--- src/rtl/reg_axi_master_if.sv ---
// Signal bundle for reg_axi_master: local register request/response port plus the
// AXI4-Lite master channels. "master" is the initiator's view, "slave" the environment's.
interface reg_axi_master_if;
    logic        req_valid;
    logic        req_ready;
    logic        req_wr;
    logic [31:0] req_addr;
    logic [31:0] req_wdata;
    logic [3:0]  req_wstrb;

    logic        rsp_valid;
    logic        rsp_ready;
    logic [31:0] rsp_rdata;
    logic [1:0]  rsp_resp;
    logic        rsp_timeout;

    logic [31:0] m_axi_awaddr;
    logic [2:0]  m_axi_awprot;
    logic        m_axi_awvalid;
    logic        m_axi_awready;
    logic [31:0] m_axi_wdata;
    logic [3:0]  m_axi_wstrb;
    logic        m_axi_wvalid;
    logic        m_axi_wready;
    logic [1:0]  m_axi_bresp;
    logic        m_axi_bvalid;
    logic        m_axi_bready;
    logic [31:0] m_axi_araddr;
    logic [2:0]  m_axi_arprot;
    logic        m_axi_arvalid;
    logic        m_axi_arready;
    logic [31:0] m_axi_rdata;
    logic [1:0]  m_axi_rresp;
    logic        m_axi_rvalid;
    logic        m_axi_rready;

    modport master (
        input  req_valid, req_wr, req_addr, req_wdata, req_wstrb, rsp_ready,
        output req_ready, rsp_valid, rsp_rdata, rsp_resp, rsp_timeout,
        output m_axi_awaddr, m_axi_awprot, m_axi_awvalid, input m_axi_awready,
        output m_axi_wdata, m_axi_wstrb, m_axi_wvalid, input m_axi_wready,
        input  m_axi_bresp, m_axi_bvalid, output m_axi_bready,
        output m_axi_araddr, m_axi_arprot, m_axi_arvalid, input m_axi_arready,
        input  m_axi_rdata, m_axi_rresp, m_axi_rvalid, output m_axi_rready
    );

    modport slave (
        output req_valid, req_wr, req_addr, req_wdata, req_wstrb, rsp_ready,
        input  req_ready, rsp_valid, rsp_rdata, rsp_resp, rsp_timeout,
        input  m_axi_awaddr, m_axi_awprot, m_axi_awvalid, output m_axi_awready,
        input  m_axi_wdata, m_axi_wstrb, m_axi_wvalid, output m_axi_wready,
        output m_axi_bresp, m_axi_bvalid, input m_axi_bready,
        input  m_axi_araddr, m_axi_arprot, m_axi_arvalid, output m_axi_arready,
        output m_axi_rdata, m_axi_rresp, m_axi_rvalid, input m_axi_rready
    );
endinterface

--- src/rtl/reg_axi_master.sv ---
// Single-outstanding AXI4-Lite initiator: one register request in, one AXI4-Lite
// transaction out, and the bresp/rresp (or a timeout) returned on the rsp side.
module reg_axi_master #(
    parameter int unsigned TIMEOUT_CYCLES = 1024
) (
    input logic              aclk,
    input logic              areset,
    reg_axi_master_if.master bus
);

    typedef enum logic [2:0] {StIdle, StWrAwW, StWrB, StRdAr, StRdR, StResp} state_e;

    state_e      state_q, state_d;
    logic [31:0] addr_q, addr_d, wdata_q, wdata_d;
    logic [3:0]  wstrb_q, wstrb_d;
    logic [15:0] cnt_q, cnt_d;
    logic        awvalid_q, awvalid_d, wvalid_q, wvalid_d, bready_q, bready_d;
    logic        arvalid_q, arvalid_d, rready_q, rready_d;
    logic        rsp_valid_q, rsp_valid_d, rsp_timeout_q, rsp_timeout_d;
    logic [31:0] rsp_rdata_q, rsp_rdata_d;
    logic [1:0]  rsp_resp_q, rsp_resp_d;
    logic        timeout, abandon;

    assign timeout = (TIMEOUT_CYCLES != 0) && (32'(cnt_q) == TIMEOUT_CYCLES);

    always_comb begin
        state_d       = state_q;
        addr_d        = addr_q;
        wdata_d       = wdata_q;
        wstrb_d       = wstrb_q;
        cnt_d         = cnt_q;
        awvalid_d     = awvalid_q;
        wvalid_d      = wvalid_q;
        bready_d      = bready_q;
        arvalid_d     = arvalid_q;
        rready_d      = rready_q;
        rsp_valid_d   = rsp_valid_q;
        rsp_rdata_d   = rsp_rdata_q;
        rsp_resp_d    = rsp_resp_q;
        rsp_timeout_d = rsp_timeout_q;
        abandon       = 1'b0;

        unique case (state_q)
            StIdle: begin
                if (bus.req_valid) begin
                    addr_d  = bus.req_addr;
                    wdata_d = bus.req_wdata;
                    wstrb_d = bus.req_wstrb;
                    if (bus.req_wr) begin
                        state_d   = StWrAwW;
                        awvalid_d = 1'b1;
                        wvalid_d  = 1'b1;
                    end else begin
                        state_d   = StRdAr;
                        arvalid_d = 1'b1;
                    end
                end
            end
            StWrAwW: begin
                // A channel whose valid is already low counts as done.
                awvalid_d = awvalid_q & ~bus.m_axi_awready;
                wvalid_d  = wvalid_q & ~bus.m_axi_wready;
                if (!awvalid_d && !wvalid_d) begin
                    state_d  = StWrB;
                    bready_d = 1'b1;
                end else if (timeout) begin
                    abandon = 1'b1;
                end
            end
            StWrB: begin
                if (bus.m_axi_bvalid) begin
                    state_d       = StResp;
                    bready_d      = 1'b0;
                    rsp_valid_d   = 1'b1;
                    rsp_rdata_d   = '0;
                    rsp_resp_d    = bus.m_axi_bresp;
                    rsp_timeout_d = 1'b0;
                end else if (timeout) begin
                    abandon = 1'b1;
                end
            end
            StRdAr: begin
                if (bus.m_axi_arready) begin
                    state_d   = StRdR;
                    arvalid_d = 1'b0;
                    rready_d  = 1'b1;
                end else if (timeout) begin
                    abandon = 1'b1;
                end
            end
            StRdR: begin
                if (bus.m_axi_rvalid) begin
                    state_d       = StResp;
                    rready_d      = 1'b0;
                    rsp_valid_d   = 1'b1;
                    rsp_rdata_d   = bus.m_axi_rdata;
                    rsp_resp_d    = bus.m_axi_rresp;
                    rsp_timeout_d = 1'b0;
                end else if (timeout) begin
                    abandon = 1'b1;
                end
            end
            StResp: begin
                if (bus.rsp_ready) begin
                    state_d     = StIdle;
                    rsp_valid_d = 1'b0;
                end
            end
            default: state_d = StIdle;
        endcase

        // Dead slave: drop every handshake signal and report SLVERR with the timeout flag.
        if (abandon) begin
            state_d       = StResp;
            awvalid_d     = 1'b0;
            wvalid_d      = 1'b0;
            bready_d      = 1'b0;
            arvalid_d     = 1'b0;
            rready_d      = 1'b0;
            rsp_valid_d   = 1'b1;
            rsp_rdata_d   = '0;
            rsp_resp_d    = 2'b10;
            rsp_timeout_d = 1'b1;
        end

        if (state_q == StIdle) begin
            cnt_d = '0;
        end else if (state_q != StResp) begin
            cnt_d = (&cnt_q) ? cnt_q : cnt_q + 16'd1;
        end
    end

    always_ff @(posedge aclk or posedge areset) begin
        if (areset) begin
            state_q       <= StIdle;
            addr_q        <= '0;
            wdata_q       <= '0;
            wstrb_q       <= '0;
            cnt_q         <= '0;
            awvalid_q     <= 1'b0;
            wvalid_q      <= 1'b0;
            bready_q      <= 1'b0;
            arvalid_q     <= 1'b0;
            rready_q      <= 1'b0;
            rsp_valid_q   <= 1'b0;
            rsp_rdata_q   <= '0;
            rsp_resp_q    <= '0;
            rsp_timeout_q <= 1'b0;
        end else begin
            state_q       <= state_d;
            addr_q        <= addr_d;
            wdata_q       <= wdata_d;
            wstrb_q       <= wstrb_d;
            cnt_q         <= cnt_d;
            awvalid_q     <= awvalid_d;
            wvalid_q      <= wvalid_d;
            bready_q      <= bready_d;
            arvalid_q     <= arvalid_d;
            rready_q      <= rready_d;
            rsp_valid_q   <= rsp_valid_d;
            rsp_rdata_q   <= rsp_rdata_d;
            rsp_resp_q    <= rsp_resp_d;
            rsp_timeout_q <= rsp_timeout_d;
        end
    end

    assign bus.req_ready     = (state_q == StIdle);
    assign bus.rsp_valid     = rsp_valid_q;
    assign bus.rsp_rdata     = rsp_rdata_q;
    assign bus.rsp_resp      = rsp_resp_q;
    assign bus.rsp_timeout   = rsp_timeout_q;
    assign bus.m_axi_awaddr  = addr_q;
    assign bus.m_axi_awprot  = 3'b000;
    assign bus.m_axi_awvalid = awvalid_q;
    assign bus.m_axi_wdata   = wdata_q;
    assign bus.m_axi_wstrb   = wstrb_q;
    assign bus.m_axi_wvalid  = wvalid_q;
    assign bus.m_axi_bready  = bready_q;
    assign bus.m_axi_araddr  = addr_q;
    assign bus.m_axi_arprot  = 3'b000;
    assign bus.m_axi_arvalid = arvalid_q;
    assign bus.m_axi_rready  = rready_q;

endmodule

--- src/flat_wrapper.sv ---
// flat-port wrapper written by rule: the top's interface ports become plain ports
module reg_axi_master_flat 
#(
    parameter int unsigned TIMEOUT_CYCLES = 1024
)
  (aclk, areset, bus_req_valid, bus_req_wr, bus_req_addr, bus_req_wdata, bus_req_wstrb, bus_rsp_ready, bus_req_ready, bus_rsp_valid, bus_rsp_rdata, bus_rsp_resp, bus_rsp_timeout, bus_m_axi_awaddr, bus_m_axi_awprot, bus_m_axi_awvalid, bus_m_axi_awready, bus_m_axi_wdata, bus_m_axi_wstrb, bus_m_axi_wvalid, bus_m_axi_wready, bus_m_axi_bresp, bus_m_axi_bvalid, bus_m_axi_bready, bus_m_axi_araddr, bus_m_axi_arprot, bus_m_axi_arvalid, bus_m_axi_arready, bus_m_axi_rdata, bus_m_axi_rresp, bus_m_axi_rvalid, bus_m_axi_rready);
  reg_axi_master_if bus_i ();
  input logic aclk;
  input logic areset;
  input wire logic [$bits(bus_i.req_valid)-1:0] bus_req_valid;
  input wire logic [$bits(bus_i.req_wr)-1:0] bus_req_wr;
  input wire logic [$bits(bus_i.req_addr)-1:0] bus_req_addr;
  input wire logic [$bits(bus_i.req_wdata)-1:0] bus_req_wdata;
  input wire logic [$bits(bus_i.req_wstrb)-1:0] bus_req_wstrb;
  input wire logic [$bits(bus_i.rsp_ready)-1:0] bus_rsp_ready;
  output wire logic [$bits(bus_i.req_ready)-1:0] bus_req_ready;
  output wire logic [$bits(bus_i.rsp_valid)-1:0] bus_rsp_valid;
  output wire logic [$bits(bus_i.rsp_rdata)-1:0] bus_rsp_rdata;
  output wire logic [$bits(bus_i.rsp_resp)-1:0] bus_rsp_resp;
  output wire logic [$bits(bus_i.rsp_timeout)-1:0] bus_rsp_timeout;
  output wire logic [$bits(bus_i.m_axi_awaddr)-1:0] bus_m_axi_awaddr;
  output wire logic [$bits(bus_i.m_axi_awprot)-1:0] bus_m_axi_awprot;
  output wire logic [$bits(bus_i.m_axi_awvalid)-1:0] bus_m_axi_awvalid;
  input wire logic [$bits(bus_i.m_axi_awready)-1:0] bus_m_axi_awready;
  output wire logic [$bits(bus_i.m_axi_wdata)-1:0] bus_m_axi_wdata;
  output wire logic [$bits(bus_i.m_axi_wstrb)-1:0] bus_m_axi_wstrb;
  output wire logic [$bits(bus_i.m_axi_wvalid)-1:0] bus_m_axi_wvalid;
  input wire logic [$bits(bus_i.m_axi_wready)-1:0] bus_m_axi_wready;
  input wire logic [$bits(bus_i.m_axi_bresp)-1:0] bus_m_axi_bresp;
  input wire logic [$bits(bus_i.m_axi_bvalid)-1:0] bus_m_axi_bvalid;
  output wire logic [$bits(bus_i.m_axi_bready)-1:0] bus_m_axi_bready;
  output wire logic [$bits(bus_i.m_axi_araddr)-1:0] bus_m_axi_araddr;
  output wire logic [$bits(bus_i.m_axi_arprot)-1:0] bus_m_axi_arprot;
  output wire logic [$bits(bus_i.m_axi_arvalid)-1:0] bus_m_axi_arvalid;
  input wire logic [$bits(bus_i.m_axi_arready)-1:0] bus_m_axi_arready;
  input wire logic [$bits(bus_i.m_axi_rdata)-1:0] bus_m_axi_rdata;
  input wire logic [$bits(bus_i.m_axi_rresp)-1:0] bus_m_axi_rresp;
  input wire logic [$bits(bus_i.m_axi_rvalid)-1:0] bus_m_axi_rvalid;
  output wire logic [$bits(bus_i.m_axi_rready)-1:0] bus_m_axi_rready;
  assign bus_i.req_valid = bus_req_valid;
  assign bus_i.req_wr = bus_req_wr;
  assign bus_i.req_addr = bus_req_addr;
  assign bus_i.req_wdata = bus_req_wdata;
  assign bus_i.req_wstrb = bus_req_wstrb;
  assign bus_i.rsp_ready = bus_rsp_ready;
  assign bus_req_ready = bus_i.req_ready;
  assign bus_rsp_valid = bus_i.rsp_valid;
  assign bus_rsp_rdata = bus_i.rsp_rdata;
  assign bus_rsp_resp = bus_i.rsp_resp;
  assign bus_rsp_timeout = bus_i.rsp_timeout;
  assign bus_m_axi_awaddr = bus_i.m_axi_awaddr;
  assign bus_m_axi_awprot = bus_i.m_axi_awprot;
  assign bus_m_axi_awvalid = bus_i.m_axi_awvalid;
  assign bus_i.m_axi_awready = bus_m_axi_awready;
  assign bus_m_axi_wdata = bus_i.m_axi_wdata;
  assign bus_m_axi_wstrb = bus_i.m_axi_wstrb;
  assign bus_m_axi_wvalid = bus_i.m_axi_wvalid;
  assign bus_i.m_axi_wready = bus_m_axi_wready;
  assign bus_i.m_axi_bresp = bus_m_axi_bresp;
  assign bus_i.m_axi_bvalid = bus_m_axi_bvalid;
  assign bus_m_axi_bready = bus_i.m_axi_bready;
  assign bus_m_axi_araddr = bus_i.m_axi_araddr;
  assign bus_m_axi_arprot = bus_i.m_axi_arprot;
  assign bus_m_axi_arvalid = bus_i.m_axi_arvalid;
  assign bus_i.m_axi_arready = bus_m_axi_arready;
  assign bus_i.m_axi_rdata = bus_m_axi_rdata;
  assign bus_i.m_axi_rresp = bus_m_axi_rresp;
  assign bus_i.m_axi_rvalid = bus_m_axi_rvalid;
  assign bus_m_axi_rready = bus_i.m_axi_rready;
  reg_axi_master #(.TIMEOUT_CYCLES(TIMEOUT_CYCLES)) u_core (.aclk(aclk), .areset(areset), .bus(bus_i));
endmodule
--- config.mk ---
export PLATFORM = sky130hd
export DESIGN_NAME = reg_axi_master_flat
export DESIGN_NICKNAME = d
export VERILOG_FILES = /design/src/rtl/reg_axi_master_if.sv /design/src/rtl/reg_axi_master.sv /design/src/flat_wrapper.sv
export SDC_FILE = /design/constraint.sdc
export NUM_CORES = 1
export LEC_CHECK = 0
export ABC_AREA = 1
export CAP_MARGIN = 10
export CELL_PAD_IN_SITES_DETAIL_PLACEMENT = 1
export CELL_PAD_IN_SITES_GLOBAL_PLACEMENT = 2
export CORE_ASPECT_RATIO = 1.4
export CORE_UTILIZATION = 25
export DETAILED_ROUTE_END_ITERATION = 12
export GPL_ROUTABILITY_DRIVEN = 0
export GPL_TIMING_DRIVEN = 0
export PLACE_DENSITY = 0.8
export SLEW_MARGIN = 20
export SYNTH_ARGS = -nofsm -noshare
export SYNTH_HDL_FRONTEND = slang
export SYNTH_SLANG_ARGS = --single-unit
--- constraint.sdc ---
create_clock -name aclk -period 4.7 [get_ports aclk]
set_input_delay 0.94 -clock aclk [delete_from_list [all_inputs] [get_ports aclk]]
set_output_delay 0.94 -clock aclk [all_outputs]
set_load 0.01 [all_outputs]
==> flow_metrics.tcl, run 1 <==
set metrics [dict create \
    drive_gt1_frac 0.169 \
    combPwrFrac 0.490 \
    async_flop_share 1.00 \
    antenna_found_initial 0 \
    fin_area_um2 9600 \
    cp-start-kind "register" \
    gr-total-overflow 0 \
    internal-power_uw 4320 \
    wl_met3_um 769 \
    fillers 2604 \
    initial_core_util 0.256 \
    drtPass1Iterations 4 \
    finish.utilization 0.411 \
    tightest_slew_ns 0.562 \
    power_uw 6550 \
    crit_required_ns 3.76 \
    rsz0062_at_grt "false" \
    htreeDepth 4 \
    cts.reportedPaths.clkPinSlew_ns 0.06 \
    ctsLongestPathBuffers 2 \
    setup_tns_ns 0 \
    wl_met1_um 8050 \
    fmax_ghz 0.340 \
    most-common-layout-cells "255 x clkdlybuf4s50_1, 128 x dfrtp_1, 108 x nand2_1, 49 x nand3_1, 48 x mux2_2" \
    clock_latency_ns 0.42 \
    power_frac_clock 0.216 \
    core_area_um2 23400 \
    yosys_warnings 0 \
    cts_sinks 128 \
    pwr-share-seq 0.294 \
    hold_violations 0 \
    syn_avg_cell_area_um2 10.1 \
    dpl.hpwl_um 15700 \
    final.min_clock_period_ns 2.94 \
    placed_area_um2 8970 \
    pwr_density_cell_nw_per_um2 683 \
    max_slew_margin 0.622 \
    power.switching_uw 2230 \
    final_max_slew_viol_count 0 \
    whs_path_depth 2 \
    worst_slack_ns 1.76 \
    drv_cap 0 \
    pin_count 262 \
    grt_pass1_vias 5337 \
    power.leakage_uw 0.00419 \
    area_delta_synth_final_pct 60.5 \
    ys.flop_type "dfrtp_1" \
    grt_usage 0.170 \
    worstRegToRegCells 9 \
    synth_area_um2 5980 \
    die_height_um 185 \
    std_cell_rows 66 \
    grt_pass1_wl_um 31600 \
    timing.setup.critical_path_class "register to output port" \
    die_area_um2 24600 \
    endpoint_kind "output port" \
    vias 5197 \
    skew_ns 0.00923 \
    cts_resized 0 \
    swShare 0.340 \
    nets 991 \
    setup_violations 0 \
    cts_tree "yes" \
    layout_commonest_cell "clkdlybuf4s50_1" \
    antenna_cells 0 \
    dp_slack_ns 1.81 \
    routedWlPerCell_um 16.9 \
    drt_iter0_markers 210 \
    wl_um 20200 \
    post_cts_buffers 0 \
    synth-seq-area-share 0.535 \
    cp.arrival_ns 2.00 \
    postSynthCellCount 595 \
    die_x_um 133 \
    status "completed" \
    highest_layer "met4" \
    clockRootBuffer "clkbuf_16" \
    grt_start_max_net_pins 89 \
    synth_edf_count 0 \
    timing.final.crit_share 0.626 \
    met2_length_um 11100 \
    io_buffers 255 \
    ys_types 31 \
    vdd_drop_max_mv 0.277 \
    viasPerCell 4.35 \
    drc 0 \
    crit_path_max_fanout 9 \
    hold_path_class "register to register" \
    synth.ff_latch_count 128 \
    ant_nets 0 \
    numCtsBuffers 17 \
    hold_buffers 0 \
]
[metrics by stage]
step	std cells	hold WS, ns
2_1_floorplan	600	0.474
3_3_place_gp	1161	0.464
3_5_place_dp	1162	0.469
4_1_cts	1194	0.485
5_1_grt	1194	0.514
6_report	1194	0.485
[state kept, by name (all words and copies together) (netlist names)]
register,flops
u_core.bus.m_axi_araddr,32
u_core.bus.m_axi_wstrb,4
u_core.bus.m_axi_rready,1
u_core.cnt_q,16
u_core.bus.rsp_rdata,32
u_core.bus.m_axi_arvalid,1
u_core.bus.m_axi_bready,1
u_core.bus.m_axi_wdata,32
u_core.state_q,3
u_core.bus.rsp_valid,1
u_core.bus.m_axi_awvalid,1
u_core.bus.rsp_timeout,1
u_core.bus.m_axi_wvalid,1
u_core.bus.rsp_resp,2
[final timing paths]
kind / startpoint / endpoint / slack, ns
worst max register to register: u_core.cnt_q[0]$_DFFE_PP0P_ / u_core.cnt_q[0]$_DFFE_PP0P_ / 2.41
worst max-delay path: u_core.state_q[2]$_DFFE_PP0P_ / bus_req_ready / 1.76
worst min-delay path: u_core.bus.rsp_resp[0]$_DFFE_PP0P_ / u_core.bus.rsp_resp[0]$_DFFE_PP0P_ / 0.49
min in group asynchronous: areset / u_core.bus.rsp_rdata[14]$_DFFE_PP0P_ / 0.91
max in group asynchronous: areset / u_core.bus.m_axi_araddr[25]$_DFFE_PP0P_ / 3.04
worst min register to register: u_core.bus.rsp_resp[0]$_DFFE_PP0P_ / u_core.bus.rsp_resp[0]$_DFFE_PP0P_ / 0.49
[critical path, stage by stage, from the launching register on]
cell	delay [ns]
dfrtp_1	0.36
buf_4	0.16
nor2_2	0.15
nand2_2	0.17
inv_2	0.17
clkdlybuf4s50_1	0.57
[power by group through the flow]
stage	combinational, uW	clock (uW)	sequential [uW]
2_1_floorplan	1330	0	2110
3_3_place_gp	3220	0	1930
3_5_place_dp	3260	0	1950
4_1_cts	3270	1460	1940
5_1_grt	3460	1500	2000
6_report	3210	1420	1930
[cell usage after synthesis, types with 2 or more instances]
master / count / share of area
nand2_2: 4 / 0.0042
o31ai_1: 2 / 0.0025
nand2_4: 2 / 0.0038
mux2_1: 20 / 0.038
nand2_1: 108 / 0.068
nor2_1: 35 / 0.022
buf_4: 41 / 0.051
inv_1: 39 / 0.024
xor2_1: 5 / 0.0073
nand4_1: 13 / 0.014
nand3_1: 49 / 0.041
o211ai_1: 2 / 0.0025
inv_2: 3 / 0.0019
o21ai_1: 35 / 0.029
buf_6: 7 / 0.013
nor3_1: 11 / 0.0092
clkbuf_1: 6 / 0.0038
o21ai_0: 11 / 0.0092
a21oi_1: 8 / 0.0067
mux2_2: 48 / 0.090
buf_2: 8 / 0.0067
dfrtp_1: 128 / 0.54
ha_1: 2 / 0.0042
[area by class of cell]
cell class,instances,area (um^2),share of cell area
flip-flops and latches,128,3200,0.334
multi-input cells,368,2190,0.228
well taps,306,383,0.0399
inverters,42,165,0.0172
repair buffers,256,2580,0.269
clock buffers,19,443,0.0461
clock inverters,13,186,0.0194
plain buffers,62,449,0.0468
[cell families (layout without fill, tap and decap cells)]
group | count (synthesis) | in the layout | synth area share
simple gates | 227 | 227 | 0.169
flops | 128 | 128 | 0.535
compound gates | 60 | 60 | 0.0544
fa+ha+maj | 2 | 2 | 0.00418
buf+inv | 104 | 392 | 0.101
xor+xnor | 5 | 5 | 0.00732
mux | 68 | 68 | 0.128
other cells | 1 | 6 | 0.000627
[routing by layer]
layer	global-route usage	vias up
met5	0	-
met4	0.0533	0
met3	0.0345	22
met2	0.315	132
met1	0.194	2551
li1	-	2492
Power figures use the tool's default switching activity.
==> run 2, diff against run 1 <==
==> constraint.sdc (replaced) <==
create_clock -name aclk -period 2.8 [get_ports aclk]
set_input_delay 0.56 -clock aclk [delete_from_list [all_inputs] [get_ports aclk]]
set_output_delay 0.56 -clock aclk [all_outputs]
set_load 0.01 [all_outputs]
==> run 2 against run 1 <==
Worst setup slack got worse by 1.5 ns; worst hold slack got worse by 0.0038 ns; global-route usage rose by 0.056 points; sequential share of layout area barely moved; critical path depth did not move; first-iteration DRC count fell by 23%; clock-buffer cell count fell by 2; final area barely moved; combinational power rose by 68%.
==> flow_metrics.tcl, run 2 (synthesized netlist as in run 1, its figures left out) <==
set metrics [dict create \
    setup_tns_ns 0 \
    timing.rr.start "u_core.cnt_q[0]$_DFFE_PP0P_" \
    r2r_slack_ns 0.48 \
    internal-power_uw 7050 \
    power.switching_uw 3720 \
    fillers 2650 \
    core_area_um2 23400 \
    tightest_slew_ns 0.552 \
    setup_violations 0 \
    routedWlPerCell_um 16.8 \
    cp.arrival_ns 2.00 \
    cts_tree "yes" \
    die_x_um 133 \
    cts_sinks 128 \
    pin_count 262 \
    worst_hold_slack_ns 0.482 \
    max_slew_margin 0.629 \
    hold_violations 0 \
    antenna_found_initial 0 \
    die_area_um2 24600 \
    final.min_clock_period_ns 2.56 \
    cp-start-kind "register" \
    vias 5184 \
    numCtsBuffers 17 \
    status "completed" \
    dpl.hpwl_um 15900 \
    vdd_drop_max_mv 0.440 \
    cts_resized 0 \
    combPwrFrac 0.499 \
    drv_cap 0 \
    finish.utilization 0.411 \
    cts.reportedPaths.clkPinSlew_ns 0.06 \
    timing.final.crit_share 0.915 \
    post_cts_buffers 0 \
    power_frac_clock 0.200 \
    most-common-layout-cells "255 x clkdlybuf4s50_1, 128 x dfrtp_1, 108 x nand2_1, 49 x nand3_1, 48 x mux2_2" \
    io_buffers 255 \
    area_delta_synth_final_pct 60.4 \
    crit_chain "buf_4, nor2_2, nand2_2, inv_2, clkdlybuf4s50_1" \
    hold_path_class "register to register" \
    viasPerCell 4.33 \
    power.leakage_uw 0.00418 \
    drt_iter0_markers 161 \
    clock_latency_ns 0.42 \
    nets 994 \
    layout.cells.non_filler 1197 \
    skew_ns 0.00617 \
    die_height_um 185 \
    clockRootBuffer "clkbuf_16" \
    dp_slack_ns 0.254 \
    final_max_slew_viol_count 0 \
    worst_path_max_delay_cell "clkdlybuf4s50_1" \
    placedCellCount 1165 \
    wl_um 20200 \
    drtPass1Iterations 4 \
    grt_pass1_vias 5515 \
    htreeDepth 4 \
    rsz0062_at_grt "false" \
    drc 0 \
    pwr_density_cell_nw_per_um2 1120 \
    swShare 0.346 \
    worst_slack_ns 0.238 \
    endpoint_kind "output port" \
    worstRegToRegCells 9 \
    grt_usage 0.170 \
    max_stage_delay_ns 0.57 \
    holdCritStartpoint "u_core.bus.rsp_resp[0]$_DFFE_PP0P_" \
    grt_start_max_net_pins 33 \
    std_cell_rows 66 \
    fmax_ghz 0.390 \
    antenna_cells 0 \
    grt_pass1_wl_um 31400 \
    timing.setup.critical_path_class "register to output port" \
    drive_gt1_frac 0.173 \
    gr-total-overflow 0 \
    crit_required_ns 2.24 \
    crit_path_max_fanout 9 \
    layout_commonest_cell "clkdlybuf4s50_1" \
    regToRegEndpoint "u_core.cnt_q[0]$_DFFE_PP0P_" \
    initial_core_util 0.256 \
    ant_nets 0 \
    ctsLongestPathBuffers 2 \
    whs_path_depth 2 \
    pwr-share-seq 0.301 \
    hold_end "u_core.bus.rsp_resp[0]$_DFFE_PP0P_" \
    hold_buffers 0 \
]
## run 2: worst max-delay path by stage
stage                                       start                                       to  slack [ns]  cells past startpoint
floorplan                                  areset   u_core.bus.m_axi_araddr[0]$_DFFE_PP0P_        0.66                      1
global placement                           areset  u_core.bus.m_axi_araddr[24]$_DFFE_PP0P_       -0.79                      2
detailed placement               bus_m_axi_wready     u_core.bus.rsp_rdata[15]$_DFFE_PP0P_        0.25                     10
CTS                 u_core.state_q[2]$_DFFE_PP0P_                            bus_req_ready        0.17                      5
global route        u_core.state_q[2]$_DFFE_PP0P_                            bus_req_ready        0.13                      5
finish              u_core.state_q[2]$_DFFE_PP0P_                            bus_req_ready        0.24                      5
## run 2: metal layers
layer	track usage	share of wire
met1	0.185	0.39
met2	0.323	0.56
met3	0.0361	0.036
met4	0.0634	0.015
met5	0	0
## run 2: cell type report
cell class / count / area, um^2 / share of cell area
buffer: 62 / 449 / 0.0468
tap: 306 / 383 / 0.0399
multi-input combinational: 368 / 2190 / 0.228
clock inverter: 15 / 146 / 0.0152
timing repair buffer: 259 / 2640 / 0.275
inverter: 42 / 161 / 0.0168
clock buffer: 17 / 425 / 0.0443
sequential: 128 / 3200 / 0.334
## run 2: through the flow
step	cell area [um^2]	total power (uW)
final	9600	10800
after global routing	9600	11500
after CTS	9600	11000
after detailed placement	9030	8750
after global placement	8940	8630
after floorplan	6010	5770
## run 2: power by group through the flow
stage	Clock [uW]	Combinational, uW	Sequential, uW
detailed placement	0	5470	3280
floorplan	0	2230	3540
global placement	0	5390	3240
finish	2160	5380	3240
CTS	2240	5490	3260
global route	2310	5800	3350
## run 2: worst max-delay path, delay by kind of cell (launching register included)
kind                   cells  cell delay (ns)
buffers and inverters      3             0.90
DFF                        1             0.36
and+or+nand+nor            2             0.32
